===== src/rtl/alu_pkg.sv =====
// Shared definitions for the bit-serial ALU sequencer.
//   - ALU op codes ({Ainvert, Binvert, operation[1:0]})
//   - sequencer state encoding
//   - 1-bit slice operation codes
//   - op decoder mapping an op code onto slice controls
package alu_pkg;

    localparam logic [3:0] OP_AND = 4'b0000;
    localparam logic [3:0] OP_OR  = 4'b0001;
    localparam logic [3:0] OP_ADD = 4'b0010;
    localparam logic [3:0] OP_SUB = 4'b0110;
    localparam logic [3:0] OP_NOR = 4'b1100;
    localparam logic [3:0] OP_SLT = 4'b0111;

    typedef enum logic [1:0] {
        ST_IDLE = 2'd0,
        ST_RUN  = 2'd1,
        ST_FIN  = 2'd2
    } state_e;

    localparam logic [1:0] SL_AND = 2'b00;
    localparam logic [1:0] SL_OR  = 2'b01;
    localparam logic [1:0] SL_ADD = 2'b10;

    // Slice controls plus the two flags the sequencer needs to finish up.
    typedef struct packed {
        logic       ainv;
        logic       binv;
        logic [1:0] sl;
        logic       arith;   // ADD/SUB/SLT: carry chain is meaningful
        logic       slt;     // result replaced by the sign test at the end
    } op_dec_t;

    // Unsupported codes fall back to a plain AND so slice code 11 is never driven.
    function automatic op_dec_t decode_op(input logic [3:0] op);
        op_dec_t d;
        d = '{ainv: 1'b0, binv: 1'b0, sl: SL_AND, arith: 1'b0, slt: 1'b0};
        case (op)
            OP_AND: d = '{ainv: 1'b0, binv: 1'b0, sl: SL_AND, arith: 1'b0, slt: 1'b0};
            OP_OR:  d = '{ainv: 1'b0, binv: 1'b0, sl: SL_OR,  arith: 1'b0, slt: 1'b0};
            OP_ADD: d = '{ainv: 1'b0, binv: 1'b0, sl: SL_ADD, arith: 1'b1, slt: 1'b0};
            OP_SUB: d = '{ainv: 1'b0, binv: 1'b1, sl: SL_ADD, arith: 1'b1, slt: 1'b0};
            OP_NOR: d = '{ainv: 1'b1, binv: 1'b1, sl: SL_AND, arith: 1'b0, slt: 1'b0};
            OP_SLT: d = '{ainv: 1'b0, binv: 1'b1, sl: SL_ADD, arith: 1'b1, slt: 1'b1};
            default: d = '{ainv: 1'b0, binv: 1'b0, sl: SL_AND, arith: 1'b0, slt: 1'b0};
        endcase
        return d;
    endfunction

endpackage


===== src/rtl/ALU_1bit.sv =====
// Combinational 1-bit ALU slice.
//   a, b            operand bits
//   Ainvert/Binvert invert the operand bit before use
//   Cin             carry in
//   operation       00 AND, 01 OR, 10 ADD (11 unused -> 0)
//   sum             selected result bit
//   carry           full-adder carry out of the (inverted) operands
module ALU_1bit
    import alu_pkg::*;
(
    input  logic       a,
    input  logic       b,
    input  logic       Ainvert,
    input  logic       Binvert,
    input  logic       Cin,
    input  logic [1:0] operation,
    output logic       sum,
    output logic       carry
);

    logic aa_s;
    logic bb_s;

    // Operand inversion, carry generation and result select.
    always_comb begin
        aa_s  = a ^ Ainvert;
        bb_s  = b ^ Binvert;
        carry = (aa_s & bb_s) | (aa_s & Cin) | (bb_s & Cin);
        case (operation)
            SL_AND:  sum = aa_s & bb_s;
            SL_OR:   sum = aa_s | bb_s;
            SL_ADD:  sum = aa_s ^ bb_s ^ Cin;
            default: sum = 1'b0;
        endcase
    end

endmodule


===== src/rtl/alu_serial_seq.sv =====
// Bit-serial ALU sequencer: runs one ALU_1bit slice per clock, LSB first,
// with the slice carry registered between bits.
//   clk_i, rst_i (sync, active-high)
//   start_i, op_i, a_i, b_i   request and operands, captured in IDLE
//   busy_o                    high in RUN and FIN
//   done_o                    one-cycle pulse in FIN
//   result_o, zero_o, cout_o, overflow_o  final result and flags,
//                             held until the next accepted start
module alu_serial_seq
    import alu_pkg::*;
#(
    parameter int WIDTH = 32
) (
    input  logic             clk_i,
    input  logic             rst_i,
    input  logic             start_i,
    input  logic [3:0]       op_i,
    input  logic [WIDTH-1:0] a_i,
    input  logic [WIDTH-1:0] b_i,
    output logic             busy_o,
    output logic             done_o,
    output logic [WIDTH-1:0] result_o,
    output logic             zero_o,
    output logic             cout_o,
    output logic             overflow_o
);

    localparam int              IDXW     = (WIDTH > 2) ? $clog2(WIDTH) : 1;
    localparam logic [IDXW-1:0] IDX_LAST = IDXW'(WIDTH - 1);

    state_e           state_r, state_nx_s;
    logic [IDXW-1:0]  idx_r;
    logic [WIDTH-1:0] a_r, b_r, result_r;
    op_dec_t          dec_r;
    logic             carry_r, zero_r, cout_r, ovf_r, busy_r, done_r;

    logic             last_s, cin_s, sum_s, carry_s, ovf_bit_s;
    logic             busy_nx_s, done_nx_s;
    logic [WIDTH-1:0] result_wr_s, result_fin_s;

    ALU_1bit u_slice (
        .a         (a_r[idx_r]),
        .b         (b_r[idx_r]),
        .Ainvert   (dec_r.ainv),
        .Binvert   (dec_r.binv),
        .Cin       (cin_s),
        .operation (dec_r.sl),
        .sum       (sum_s),
        .carry     (carry_s)
    );

    assign last_s = (idx_r == IDX_LAST);

    // State register plus the registered busy/done outputs derived from the next state.
    always_ff @(posedge clk_i) begin
        if (rst_i) begin
            state_r <= ST_IDLE;
            busy_r  <= 1'b0;
            done_r  <= 1'b0;
        end else begin
            state_r <= state_nx_s;
            busy_r  <= busy_nx_s;
            done_r  <= done_nx_s;
        end
    end

    // Next-state logic.
    always_comb begin
        state_nx_s = state_r;
        case (state_r)
            ST_IDLE: begin
                if (start_i) state_nx_s = ST_RUN;
                else         state_nx_s = ST_IDLE;
            end
            ST_RUN: begin
                if (last_s) state_nx_s = ST_FIN;
                else        state_nx_s = ST_RUN;
            end
            ST_FIN:  state_nx_s = ST_IDLE;
            default: state_nx_s = ST_IDLE;
        endcase
    end

    // Output/slice-drive logic: carry-in selection and the end-of-run result.
    always_comb begin
        busy_nx_s = (state_nx_s != ST_IDLE);
        done_nx_s = (state_nx_s == ST_FIN);
        // Bit 0 takes Binvert as carry-in so SUB/SLT form the two's complement.
        if (idx_r == '0) cin_s = dec_r.binv;
        else             cin_s = carry_r;
        ovf_bit_s   = cin_s ^ carry_s;
        result_wr_s = result_r;
        result_wr_s[idx_r] = sum_s;
        // SLT: sign of a-b corrected for signed overflow.
        if (dec_r.slt) result_fin_s = {{(WIDTH-1){1'b0}}, sum_s ^ ovf_bit_s};
        else           result_fin_s = result_wr_s;
    end

    // Operand capture, bit index, carry chain, result and flags.
    always_ff @(posedge clk_i) begin
        if (rst_i) begin
            a_r      <= '0;
            b_r      <= '0;
            dec_r    <= '0;
            idx_r    <= '0;
            carry_r  <= 1'b0;
            result_r <= '0;
            zero_r   <= 1'b1;
            cout_r   <= 1'b0;
            ovf_r    <= 1'b0;
        end else begin
            case (state_r)
                ST_IDLE: begin
                    if (start_i) begin
                        a_r      <= a_i;
                        b_r      <= b_i;
                        dec_r    <= decode_op(op_i);
                        idx_r    <= '0;
                        carry_r  <= 1'b0;
                        result_r <= '0;
                        zero_r   <= 1'b0;
                        cout_r   <= 1'b0;
                        ovf_r    <= 1'b0;
                    end else begin
                        idx_r <= idx_r;
                    end
                end
                ST_RUN: begin
                    carry_r <= carry_s;
                    if (last_s) begin
                        result_r <= result_fin_s;
                        zero_r   <= (result_fin_s == '0);
                        cout_r   <= dec_r.arith & ~dec_r.slt & carry_s;
                        ovf_r    <= dec_r.arith & ~dec_r.slt & ovf_bit_s;
                    end else begin
                        result_r <= result_wr_s;
                        idx_r    <= idx_r + IDXW'(1);
                    end
                end
                ST_FIN: begin
                    idx_r   <= '0;
                    carry_r <= 1'b0;
                end
                default: begin
                    idx_r   <= '0;
                    carry_r <= 1'b0;
                end
            endcase
        end
    end

    assign busy_o     = busy_r;
    assign done_o     = done_r;
    assign result_o   = result_r;
    assign zero_o     = zero_r;
    assign cout_o     = cout_r;
    assign overflow_o = ovf_r;

endmodule


===== config.mk =====
export PLATFORM = sky130hd
export DESIGN_NAME = alu_serial_seq
export DESIGN_NICKNAME = d
export VERILOG_FILES = /design/src/rtl/alu_pkg.sv /design/src/rtl/ALU_1bit.sv /design/src/rtl/alu_serial_seq.sv
export SDC_FILE = /design/constraint.sdc
export NUM_CORES = 1
export LEC_CHECK = 0
export ABC_CLOCK_PERIOD_IN_PS = 3250
export BUFFER_PORTS_ARGS = -buffer_cell sky130_fd_sc_hd__buf_2
export CAP_MARGIN = 0
export CORE_UTILIZATION = 50
export CTS_CLUSTER_SIZE = 16
export DETAILED_ROUTE_END_ITERATION = 10
export PLACE_DENSITY_LB_ADDON = 0.08
export SLEW_MARGIN = 10
export SYNTH_ARGS = -nofsm -noshare
export SYNTH_HDL_FRONTEND = slang
export SYNTH_SLANG_ARGS = --single-unit

===== constraint.sdc =====
create_clock -name clk_i -period 3.25 [get_ports clk_i]
set_input_delay 0.4875 -clock clk_i [delete_from_list [all_inputs] [get_ports clk_i]]
set_output_delay 0.4875 -clock clk_i [all_outputs]
set_load 0.05 [all_outputs]

# Word level (Yosys, flattened, before mapping)
# Index checks and enable logic that the tools add are counted.
# classes
add_sub_neg,1
n_lt_le_gt_ge,2
n_eq_ne,13
muxes,28
n_bitwise,16
n_reduce_logical,11
# ops
operator,count
two-way mux 32 bit,3
one-hot mux 32 bit (2 select lines),1
bitwise mux 32 bit,1
zero test 32 bit,1
one-hot mux 6 bit (5 select lines),1
binary-select mux 1 bit (select 5 bit),2
two-way mux 5 bit,2
one-hot mux 5 bit (2 select lines),1
two-way mux 1 bit,9
equality test 4 x 3 -> 1 bit (second input constant),2
one-hot mux 1 bit (2 select lines),4
AND 1 bit,6
less-than comparator 5 x 6 -> 1 bit (second input constant),1
inequality test 2 bit (second input constant),3
AND reduction 2 bit,3
XOR 1 bit,6
adder 5 x 1 -> 5 bit (second input constant),1
demux 1 bit (select 5 bit),1
equality test 5 bit (second input constant),1
>= comparator 5 x 1 -> 1 bit (second input constant),1
zero test 5 bit,1
equality test 2 x 1 -> 1 bit (second input constant),2
equality test 2 bit (second input constant),2
equality test 4 x 1 -> 1 bit (second input constant),1
other kinds (11),15
# totals
reg_bits,115
input_bits,71
word_cells,87

# Depth between registers and ports, before layout
# Gate-level depths: netlist of the first run.
# logic_depth
depth_word,12
mapped_depth,16

# By module
# From an unflattened synthesis of the first run, not the netlist that was laid out.
# unflattened
hier_cells,688
area_unflattened_um2,5592.9
# by_module_without_submodules
mod,n_inst,cells_each,area_each_um2,seq_area_each_um2
alu_serial_seq,1,678,5500.3,2282.2
ALU_1bit,1,10,92.6,0.0

# Least setup slack after synthesis of the first run
# No wires, ideal clock.
# synth_timing
kind,flip-flop to flip-flop
from,register idx_r[0]
to,"register zero_r, in the netlist zero_o"
t_arrival_ps,3118
required_time_ps,3177
path_slack_ps,59
path_stages_with_launch,15
path_buffers,1
synth_period_minus_slack_ps,3191
cell_sequence,dfxtp_1 > buf_6 > mux4_2 > a22o_1 > a31oi_1 > and4_1 > nor2_1 > ha_1 > xnor2_1 > mux2i_1 > nor2_1 > a21oi_4 > nand4b_1 > a2111o_1 > o211ai_2
# synth_via
elab_chain_len,12
elab_cells_between_ends,32
cone_classes,order compare: 2; eq/ne: 2; mux: 12; bitwise: 12; reduce/logical: 4
# synth_lines
element,line_no,rtl
"start, declared",alu_serial_seq.sv:32,logic [IDXW-1:0] idx_r;
"start signal, assigned",alu_serial_seq.sv:125,idx_r <= idx_r;
"start signal, assigned",alu_serial_seq.sv:137,idx_r <= idx_r + IDXW'(1);
"binary-select mux 1 bit (select 5 bit), on equally long branches","alu_serial_seq.sv:42, alu_serial_seq.sv:43",
"two-way mux 1 bit, on equally long branches","alu_serial_seq.sv:42, alu_serial_seq.sv:43",
"XOR 1 bit, on equally long branches","ALU_1bit.sv:26, ALU_1bit.sv:27",
"AND 1 bit, on equally long branches","ALU_1bit.sv:28, ALU_1bit.sv:30",
bitwise OR 1 bit (2 in series),ALU_1bit.sv:28,carry = (aa_s & bb_s) | (aa_s & Cin) | (bb_s & Cin);
XOR 1 bit,alu_serial_seq.sv:91,ovf_bit_s = cin_s ^ carry_s;
XOR 1 bit,alu_serial_seq.sv:95,"if (dec_r.slt) result_fin_s = {{(WIDTH-1){1'b0}}, sum_s ^ ovf_bit_s};"
two-way mux 32 bit,alu_serial_seq.sv:95,
zero test 32 bit,alu_serial_seq.sv:132,zero_r <= (result_fin_s == '0);
two-way mux 1 bit,alu_serial_seq.sv:130,if (last_s) begin
one-hot mux 1 bit (2 select lines),alu_serial_seq.sv:112,case (state_r)
"end signal, assigned",alu_serial_seq.sv:132,
"end, declared",alu_serial_seq.sv:35,"logic carry_r, zero_r, cout_r, ovf_r, busy_r, done_r;"
# Several ways; a longest one is shown, not always the timed one. The select of a mux whose other input is x is not followed.
# A chain may end at the register's enable or synchronous reset.

# Worst setup path in the final report of the first run
# Ends and elaborated chain as after synthesis.

==> results.toml, run 1 <==
[drt]
drt-total-wl_um = 16100
wl_per_cell_um = 16.1
drtPass1Iterations = 5
vias = 5749
met2_length_um = 8100
drc = 0
drt-initial-drc-count = 428
ant_nets = 0
wirelength_met1_um = 6750
avgViaCountPerCell = 5.75
dr_wl_met3_um = 805
highest_layer = "met4"

[setup_path]
crit_type = "reg -> reg"
crit_slowest_cell = "mux4_2"
r2r_start = "idx_r[0]$_SDFFE_PP0P_"
path_cells = "mux4_2 -> a22oi_2 -> and2_1 -> and4_1 -> nor2_2 -> ha_1 -> xnor2_1 -> mux2i_1 -> nor2_2 -> a21oi_4 -> nand4b_1 -> a2111o_1 -> o211ai_2"
crit_fanout = 5
crit_top_cell = "nor2_2"
startpoint_type = "flip-flop"
required_ps = 3690
cp-end-kind = "flip-flop"
r2r_end = "zero_o$_SDFFE_PP1P_"
rr_worst_depth = 13
rrSetupSlack_ps = -20
arrival_ps = 3710
critPathMaxStageDelay_ps = 510

[clocking]
insertion_delay_ps = 510
clockBufferDepth = 2
clkSinkCount = 114
h-tree-depth = 4
cts_root_buffer = "clkbuf_8"
cts_tree = "yes"
numCtsBuffers = 17
path_clk_slew_ps = 60

[final_layout]
layout_common_cells = "nand2_1, a21oi_1, dfxtp_1"
layoutNonFillerInstCount = 1000
utilization_pct = 65.6
drive_above_1_share_pct = 24.9
layout_commonest_cell = "nand2_1"
syn_to_final_growth_pct = 27.0
nets = 924
fin_area_sq_um = 7140
diodes = 0

[global_routing]
grt_max_degree = 77
antenna_found_initial = 0
grt_pass1_wl_um = 26200
overflow = 0
grtUsageTotal_pct = 28.5
grt_pass1_vias = 5428

[yosys]
synth_top_cell_area_share_pct = 40.6
yosysWarnings = 0
synth_area_leader_cell = "dfxtp_1"
ys.flop_type = "dfxtp_1"
synth_area_leaders = "dfxtp_1, nand2_1, a21oi_1"
ys_ff_latch = 114
synth_fp_nets = 821
synthCells = 744
async_reset_ff_share_pct = 0
synth-edff-count = 0
synth_cell_types = 53
synth_area_sq_um = 5620
syn_avg_cell_area_sq_um = 7.56
ys_seq_area_share_pct = 40.6

[sta]
fmax_mhz = 306
slew_viol_final = 0
clock_skew_ps = 9.10
tightest_slew_ps = 820
slew_headroom_pct = 45.3
rsz0062_at_grt = "yes"
setup_slack_ps = -19.4
fin_crit_ps = 3270
finalSetupViolations = 1
period_share_pct = 101
hold_viol_final = 0

[min_path]
hold_end = "b_r[20]$_SDFFE_PP0P_"
whs_path_depth = 3
hp-class = "in -> reg"
hp-start = "b_i[20]"

[die]
die_h_um = 108
start_util_pct = 51.7
boundaryPins = 108
core_area_sq_um = 10900
dieArea_sq_um = 11700
rows = 38
dieWidth_um = 108

[place]
gp_congestion = 0.896
place_area_sq_um = 6380
dp_cells = 965
dp_hpwl_um = 10800
port_buffers = 107

[power_and_ir_drop]
pwr_density_cell_nw_per_um2 = 554
peakVddDrop_uv = 386
power_mw = 3.96
p_leak_nw = 2.82

[run_status]
outcome = "complete, but fails checks"
violations = "negative setup slack"

[flow_run]
drv_cap = 0
-- Yosys cell counts (3+ instances only) --
| cell type | instances |
|---|---|
| a21oi_1 | 120 |
| a221oi_1 | 3 |
| a22oi_1 | 26 |
| a31oi_1 | 4 |
| and2_1 | 3 |
| buf_2 | 5 |
| clkbuf_1 | 51 |
| dfxtp_1 | 114 |
| ha_1 | 6 |
| inv_1 | 5 |
| mux2i_1 | 26 |
| mux4_2 | 4 |
| nand2_1 | 166 |
| nand2b_1 | 6 |
| nand3_1 | 33 |
| nor2_1 | 53 |
| nor2b_1 | 12 |
| nor3_1 | 7 |
| nor3b_1 | 4 |
| nor4_1 | 3 |
| o21ai_0 | 39 |
| o21ai_1 | 4 |
| or2_2 | 4 |
| or3_1 | 3 |
-- what timing repair did --
item / in CTS / in global routing
endpoints found under the setup margin: 32 / 32
setup buffers: 0 / 3
endpoints found under the hold margin: 0 / 0
gates resized for setup: 6 / 17
pin swaps: 0 / 12
hold buffers: 0 / 0
-- power breakdown --
group	switching [mW]	total, mW	internal [mW]
combinational	0.253	0.425	0.171
clock	0.709	2.04	1.34
sequential	0.0329	1.49	1.45
-- stage by stage --
| step | hold slack [ps] | setup slack (ps) | setup TNS (ps) |
|---|---|---|---|
| 2_1_floorplan | 432 | 58.6 | 0 |
| 3_3_place_gp | 443 | -29.7 | -29.7 |
| 3_5_place_dp | 446 | -182 | -3330 |
| 4_1_cts | 187 | -4.42 | -4.42 |
| 5_1_grt | 204 | -185 | -2890 |
| 6_report | 206 | -19.4 | -19.4 |
-- cells by family after synthesis --
| group | synth area share (%) |
|---|---|
| and+or+nand+nor | 24.2 |
| AOI/OAI and AO/OA | 22.1 |
| muxes | 6.23 |
| DFF | 40.6 |
| buffers and inverters | 4.98 |
| adders and majority gates | 1.33 |
| xor gates and xnor gates | 0.623 |
-- state kept, by name, indices dropped and copies added (netlist names) --
register    flops
a_r            32
b_r            32
busy_o          1
carry_r         1
cout_o          1
dec_r           5
done_o          1
idx_r           5
overflow_o      1
result_o       32
state_r         2
zero_o          1
-- cell type report --
cell class                 instances  area, sq um
tap                              140          175
timing repair buffer             146          860
multi-input combinational        563         3160
clock buffer                      18          418
clock inverter                    14          225
inverter                           5         18.8
sequential                       114         2290
fill                             959         3740
-- metal layers --
metal | track usage [%] | vias up
met2 | 49.0 | 220
met1 | 34.1 | 2687
met4 | 13.3 | 0
met3 | 5.42 | 41
li1 | - | 2801
met5 | 0 | -
-- worst max-delay path: cells and delay by family, from the launching register on --
kind | cells | cell delay, ps
flip-flops | 1 | 390
XOR/XNOR | 1 | 130
adder cells (fa/ha/maj) | 1 | 310
AO/OA/AOI/OAI | 4 | 920
multiplexers | 2 | 750
AND/OR/NAND/NOR | 5 | 690
-- how the worst max path moves through the flow --
stage                                     start                       end  cells after the start
final                     idx_r[0]$_SDFFE_PP0P_       zero_o$_SDFFE_PP1P_                     13
after global routing      idx_r[0]$_SDFFE_PP0P_  result_o[0]$_SDFFE_PP0P_                     16
after CTS                 idx_r[0]$_SDFFE_PP0P_       zero_o$_SDFFE_PP1P_                     13
after detailed placement  idx_r[0]$_SDFFE_PP0P_  result_o[0]$_SDFFE_PP0P_                     14
after global placement    idx_r[4]$_SDFFE_PP0P_  result_o[0]$_SDFFE_PP0P_                     14
after floorplan           idx_r[0]$_SDFFE_PP0P_       zero_o$_SDFFE_PP1P_                     14
No activity file was read; power rests on OpenSTA's default activity.
==> run 2: changes to the inputs <==
--- a/config.mk
+++ b/config.mk
@@ -15,4 +15,5 @@
 export SLEW_MARGIN = 10
 export SYNTH_ARGS = -nofsm -noshare
 export SYNTH_HDL_FRONTEND = slang
+export SYNTH_HIERARCHICAL = 1
 export SYNTH_SLANG_ARGS = --single-unit
==> run 2 against run 1 <==
The run still ends with negative setup slack left. Sequential power about the same. Final area rose by 1.7%. Critical path depth is the same. Worst setup slack worse by 670 ps. Global-route usage fell by 1.9 points. Via count shrank 7.9%. Cell count shrank 4.7%. First-iteration DRC count shrank 11%. Total power shrank 0.94%. Clock skew decreased by 2.0 ps. Worst hold slack worse by 18 ps. Combinational power decreased by 12%. Largest cell class unchanged. Largest power group unchanged.
==> results.toml, run 2 <==
[sta]
slew_headroom_pct = 39.6
tns_ps = -14790
setup_slack_ps = -686
rsz0062_at_grt = "yes"
period_share_pct = 121
whs_ps = 188
finalSetupViolations = 33
clock_skew_ps = 7.08
slew_viol_final = 0
tightest_slew_ps = 906
fin_crit_ps = 3940
hold_viol_final = 0
fmax_mhz = 254

[final_layout]
diodes = 0
layout_commonest_cell = "nand2_1"
syn_to_final_growth_pct = 29.9
layoutNonFillerInstCount = 953
fin_area_sq_um = 7270
layout_common_cells = "nand2_1, a21oi_1, dfxtp_1"
drive_above_1_share_pct = 28.7
nets = 880
n_fill_cell = 903
utilization_pct = 66.7
regArea_sq_um = 2290
multi_input_area_sq_um = 3210

[drt]
ant_nets = 0
highest_layer = "met4"
drt-total-wl_um = 14600
drc = 0
avgViaCountPerCell = 5.56
met2_length_um = 6620
wl_per_cell_um = 15.3
dr_wl_met3_um = 847
drtPass1Iterations = 5
vias = 5297
wirelength_met1_um = 6830
drt-initial-drc-count = 381

[place]
dp_hpwl_um = 9980
pre_cts_ws_ps = -686
gp_congestion = 0.863
dp_cells = 922
port_buffers = 107
place_area_sq_um = 6500

[setup_path]
crit_type = "reg -> reg"
r2r_end = "zero_o$_SDFFE_PP1P_"
cp-end-kind = "flip-flop"
rrSetupSlack_ps = -690
required_ps = 3720
r2r_start = "idx_r[0]$_SDFFE_PP0P_"
rr_worst_depth = 13
startpoint_type = "flip-flop"
arrival_ps = 4400
crit_fanout = 19

[yosys]
synth_area_sq_um = 5590
synth_fp_nets = 767
syn_avg_cell_area_sq_um = 8.13
synth-edff-count = 0
synth_area_leader_cell = "dfxtp_1"
ys.flop_type = "dfxtp_1"
async_reset_ff_share_pct = 0
synthTopCellsByCount = "nand2_1, a21oi_1, dfxtp_1"
ys_ff_latch = 114
ys_seq_area_share_pct = 40.8
synth_top_cell_area_share_pct = 40.8
synthCells = 688
synth_area_leaders = "dfxtp_1, nand2_1, a21oi_1"
yosysMostFrequentCell = "nand2_1"
yosysWarnings = 6
synth_cell_types = 51

[global_routing]
grtUsageTotal_pct = 26.5
grt_max_degree = 87
antenna_found_initial = 0
overflow = 0
grt_pass1_wl_um = 23900
grt_pass1_vias = 4961

[die]
boundaryPins = 108
core_area_sq_um = 10900
rows = 38
dieWidth_um = 108
start_util_pct = 51.4
dieArea_sq_um = 11600
die_h_um = 108

[clocking]
path_clk_slew_ps = 60
clkSinkCount = 114
hold_buffers = 0
insertion_delay_ps = 530
numCtsBuffers = 17
h-tree-depth = 4
cts_tree = "yes"
cts_root_buffer = "clkbuf_8"
clockBufferDepth = 2

[power_and_ir_drop]
pwr_density_cell_nw_per_um2 = 539
p_leak_nw = 2.97
peakVddDrop_uv = 424
power_mw = 3.92

[min_path]
hold_end = "b_r[19]$_SDFFE_PP0P_"
whs_path_depth = 3
hp-class = "in -> reg"
hp-start = "b_i[19]"

[run_status]
violations = "negative setup slack"
outcome = "complete, but fails checks"

[flow_run]
drv_cap = 0
-- run 2: changes by cell type in the layout (fill, tap and decap cells not counted), sizes merged, moves of 4 or more --
cell / change
o21ai: -21
mux2i: -9
a22oi: -20
nand3: -25
nand4: +6
nor2: +4
mux4: +16
buf: +5
or2: -4
clkbuf: +4
nand2: -6
mux2: +4
-- run 2: critical path, cell delays in order, from the launching register on --
cell and delay (ps):
dfxtp_4 380, buf_12 140, mux4_2 510, mux4_2 490, mux2_4 310, xor2_4 160, fa_1 430, mux2i_1 190
o22ai_2 160, buf_6 190, mux2i_2 190, nand3_1 100, or4b_1 480, o21ai_1 130
-- run 2: timing repair --
action | CTS | global route
gates resized for setup | 11 | 16
cloned | 0 | 0
setup buffers | 0 | 0
pin swaps | 3 | 0
endpoints found under the setup margin | 33 | 33
hold endpoints to repair | 0 | 0
-- run 2: worst max path at each step --
stage / startpoint / to / depth (start not counted)
2_1_floorplan: idx_r[0]$_SDFFE_PP0P_ / zero_o$_SDFFE_PP1P_ / 13
3_3_place_gp: idx_r[0]$_SDFFE_PP0P_ / zero_o$_SDFFE_PP1P_ / 15
3_5_place_dp: idx_r[0]$_SDFFE_PP0P_ / zero_o$_SDFFE_PP1P_ / 15
4_1_cts: idx_r[0]$_SDFFE_PP0P_ / zero_o$_SDFFE_PP1P_ / 13
5_1_grt: idx_r[0]$_SDFFE_PP0P_ / zero_o$_SDFFE_PP1P_ / 13
6_report: idx_r[0]$_SDFFE_PP0P_ / zero_o$_SDFFE_PP1P_ / 13
-- run 2: logic make-up after synthesis --
| kind of cell | Yosys count | synth area share (%) |
|---|---|---|
| muxes | 41 | 11.9 |
| and+or+nand+nor | 285 | 23.1 |
| buffers and inverters | 64 | 4.63 |
| adders and majority gates | 8 | 1.92 |
| xor gates and xnor gates | 6 | 1.19 |
| DFF | 114 | 40.8 |
| AOI/OAI and AO/OA | 170 | 16.5 |
-- run 2: cell type report --
| class | count | area share [%] |
|---|---|---|
| repair buffers | 151 | 12.6 |
| clock inverters | 9 | 2.81 |
| well taps | 140 | 2.41 |
| multi-input cells | 510 | 44.2 |
| inverters | 7 | 0.362 |
| clock buffers | 22 | 6.10 |
| flip-flops and latches | 114 | 31.5 |
-- run 2: power by group --
| group | switching [mW] | internal (mW) |
|---|---|---|
| logic | 0.207 | 0.166 |
| clock network | 0.639 | 1.42 |
| registers | 0.0362 | 1.45 |
| total | 0.882 | 3.04 |
-- run 2: metal layers --
metal / up-vias / global-route usage, %
met1: 2480 / 36.4
met4: 0 / 10.7
met5: - / 0
met3: 28 / 5.69
met2: 181 / 40.5
li1: 2608 / -
==> run 3: changes to the inputs <==
--- a/config.mk
+++ b/config.mk
@@ -6,7 +6,7 @@
 export NUM_CORES = 1
 export LEC_CHECK = 0
 export ABC_CLOCK_PERIOD_IN_PS = 3250
-export BUFFER_PORTS_ARGS = -buffer_cell sky130_fd_sc_hd__buf_2
+export BUFFER_PORTS_ARGS = -buffer_cell sky130_fd_sc_hd__buf_4
 export CAP_MARGIN = 0
 export CORE_UTILIZATION = 50
 export CTS_CLUSTER_SIZE = 16
==> run 3 against run 2 <==
The run still ends with negative setup slack left. Sequential power hardly changed. Via count is 1.2% higher. Global-route usage is 0.51 points higher. First-iteration DRC count is 4.7% lower. Worst setup slack worse by 25 ps. Maximum frequency is 0.64% lower. Clock power is 7% lower. Core utilization is 2.9 points higher. Largest cell class unchanged. Highest routed layer unchanged.
==> results.toml, run 3 (synthesis gave the netlist of run 2 again) <==
[power_and_ir_drop]
pwr_density_cell_nw_per_um2 = 502
power_mw = 3.81
peakVddDrop_uv = 392
p_leak_nw = 3.05

[drt]
wl_per_cell_um = 15.7
drtPass1Iterations = 5
drt-initial-drc-count = 363
drc = 0
ant_nets = 0
avgViaCountPerCell = 5.58
drt-total-wl_um = 15100
vias = 5361

[global_routing]
grt_pass1_wl_um = 24600
overflow = 0
grtUsageTotal_pct = 27.1
grt_max_degree = 65
grt_pass1_vias = 5083
antenna_found_initial = 0

[clocking]
insertion_delay_ps = 510
clockBufferDepth = 2
cts_tree = "yes"
h-tree-depth = 4
hold_buffers = 0
numCtsBuffers = 17
path_clk_slew_ps = 60
clkSinkCount = 114
cts_root_buffer = "clkbuf_8"

[sta]
setup_slack_ps = -711
clock_skew_ps = 12.4
period_share_pct = 122
fin_crit_ps = 3960
tns_ps = -15710
slew_viol_final = 0
rsz0062_at_grt = "yes"
finalSetupViolations = 33
hold_viol_final = 0
tightest_slew_ps = 771
whs_ps = 225
slew_headroom_pct = 48.6
fmax_mhz = 252

[die]
boundaryPins = 108
dieWidth_um = 108
rows = 38
dieArea_sq_um = 11600
core_area_sq_um = 10900
start_util_pct = 51.4
die_h_um = 108

[place]
gp_congestion = 0.827
pre_cts_ws_ps = -719
dp_hpwl_um = 10100
port_buffers = 107
place_area_sq_um = 6790

[final_layout]
nets = 886
fin_area_sq_um = 7590
syn_to_final_growth_pct = 35.6
n_fill_cell = 864
layout_common_cells = "nand2_1, buf_4, a21oi_1"
drive_above_1_share_pct = 30.9
diodes = 0
layout_commonest_cell = "nand2_1"

[run_status]
outcome = "complete, but fails checks"
violations = "negative setup slack"

[flow_run]
drv_cap = 0

[setup_path]
crit_type = "reg -> reg"
cp-end-kind = "flip-flop"
startpoint_type = "flip-flop"
rrSetupSlack_ps = -710
r2r_start = "idx_r[0]$_SDFFE_PP0P_"
r2r_end = "zero_o$_SDFFE_PP1P_"
arrival_ps = 4400
rr_worst_depth = 13
required_ps = 3690
crit_fanout = 18

[min_path]
hp-start = "a_i[15]"
hold_end = "a_r[15]$_SDFFE_PP0P_"
hp-class = "in -> reg"
whs_path_depth = 3
==> run 3: changes by cell type in the layout (fill, tap and decap cells not counted), sizes merged <==
cell,change
bufinv,-3
clkinvlp,-1
inv,+2
clkinv,+4
clkbuf,-1
buf,+6
==> run 3: power by group <==
part           internal [mW]  switching (mW)  total [mW]
Sequential              1.45          0.0366        1.49
Clock                   1.23           0.671        1.91
Combinational          0.197           0.215       0.411
==> run 3: critical path: stages (launching register included) <==
cell     delay (ps)
dfxtp_4         380
buf_12          130
mux4_2          500
mux4_2          490
mux2_4          300
xor2_4          160
fa_1            450
mux2i_1         170
o22ai_2         170
buf_6           210
mux2i_2         200
nand3_1         120
or4b_4          490
o21ai_2         110
==> run 3: timing repair <==
item | 4_1_cts | 5_1_grt
endpoints found under the setup margin | 33 | 33
buffers inserted | 3 | 1
gates resized for setup | 22 | 17
pin swaps | 9 | 3
==> run 3: metal layers <==
| layer | global-route usage, % | part of all wire (%) | vias up |
|---|---|---|---|
| li1 | - | - | 2625 |
| met1 | 36.2 | 45 | 2537 |
| met2 | 43.5 | 49 | 182 |
| met3 | 6.11 | 5.4 | 17 |
| met4 | 8.12 | 1.2 | 0 |
| met5 | 0 | 0 | - |
==> run 3: metrics by stage <==
stage                     cells  utilization [%]
after floorplan             688                -
after global placement      924             62.4
after detailed placement    924             62.4
after CTS                   959             68.9
after global routing        960             69.7
final                       960             69.7
==> run 3: how the worst max path moves through the flow <==
stage / startpoint / endpoint / cells past startpoint
global placement: idx_r[0]$_SDFFE_PP0P_ / zero_o$_SDFFE_PP1P_ / 15
finish: idx_r[0]$_SDFFE_PP0P_ / zero_o$_SDFFE_PP1P_ / 13
detailed placement: idx_r[0]$_SDFFE_PP0P_ / zero_o$_SDFFE_PP1P_ / 13
global route: idx_r[0]$_SDFFE_PP0P_ / zero_o$_SDFFE_PP1P_ / 14
CTS: idx_r[0]$_SDFFE_PP0P_ / zero_o$_SDFFE_PP1P_ / 13
floorplan: idx_r[0]$_SDFFE_PP0P_ / zero_o$_SDFFE_PP1P_ / 13
==> run 3: area by class of cell <==
cell class,count,area [sq um],area share [%]
flip-flops and latches,114,2290,30.1
repair buffers,157,1240,16.4
multi-input cells,510,3240,42.8
clock inverters,11,151,2.00
clock buffers,21,459,6.05
well taps,140,175,2.31
inverters,7,26.3,0.346
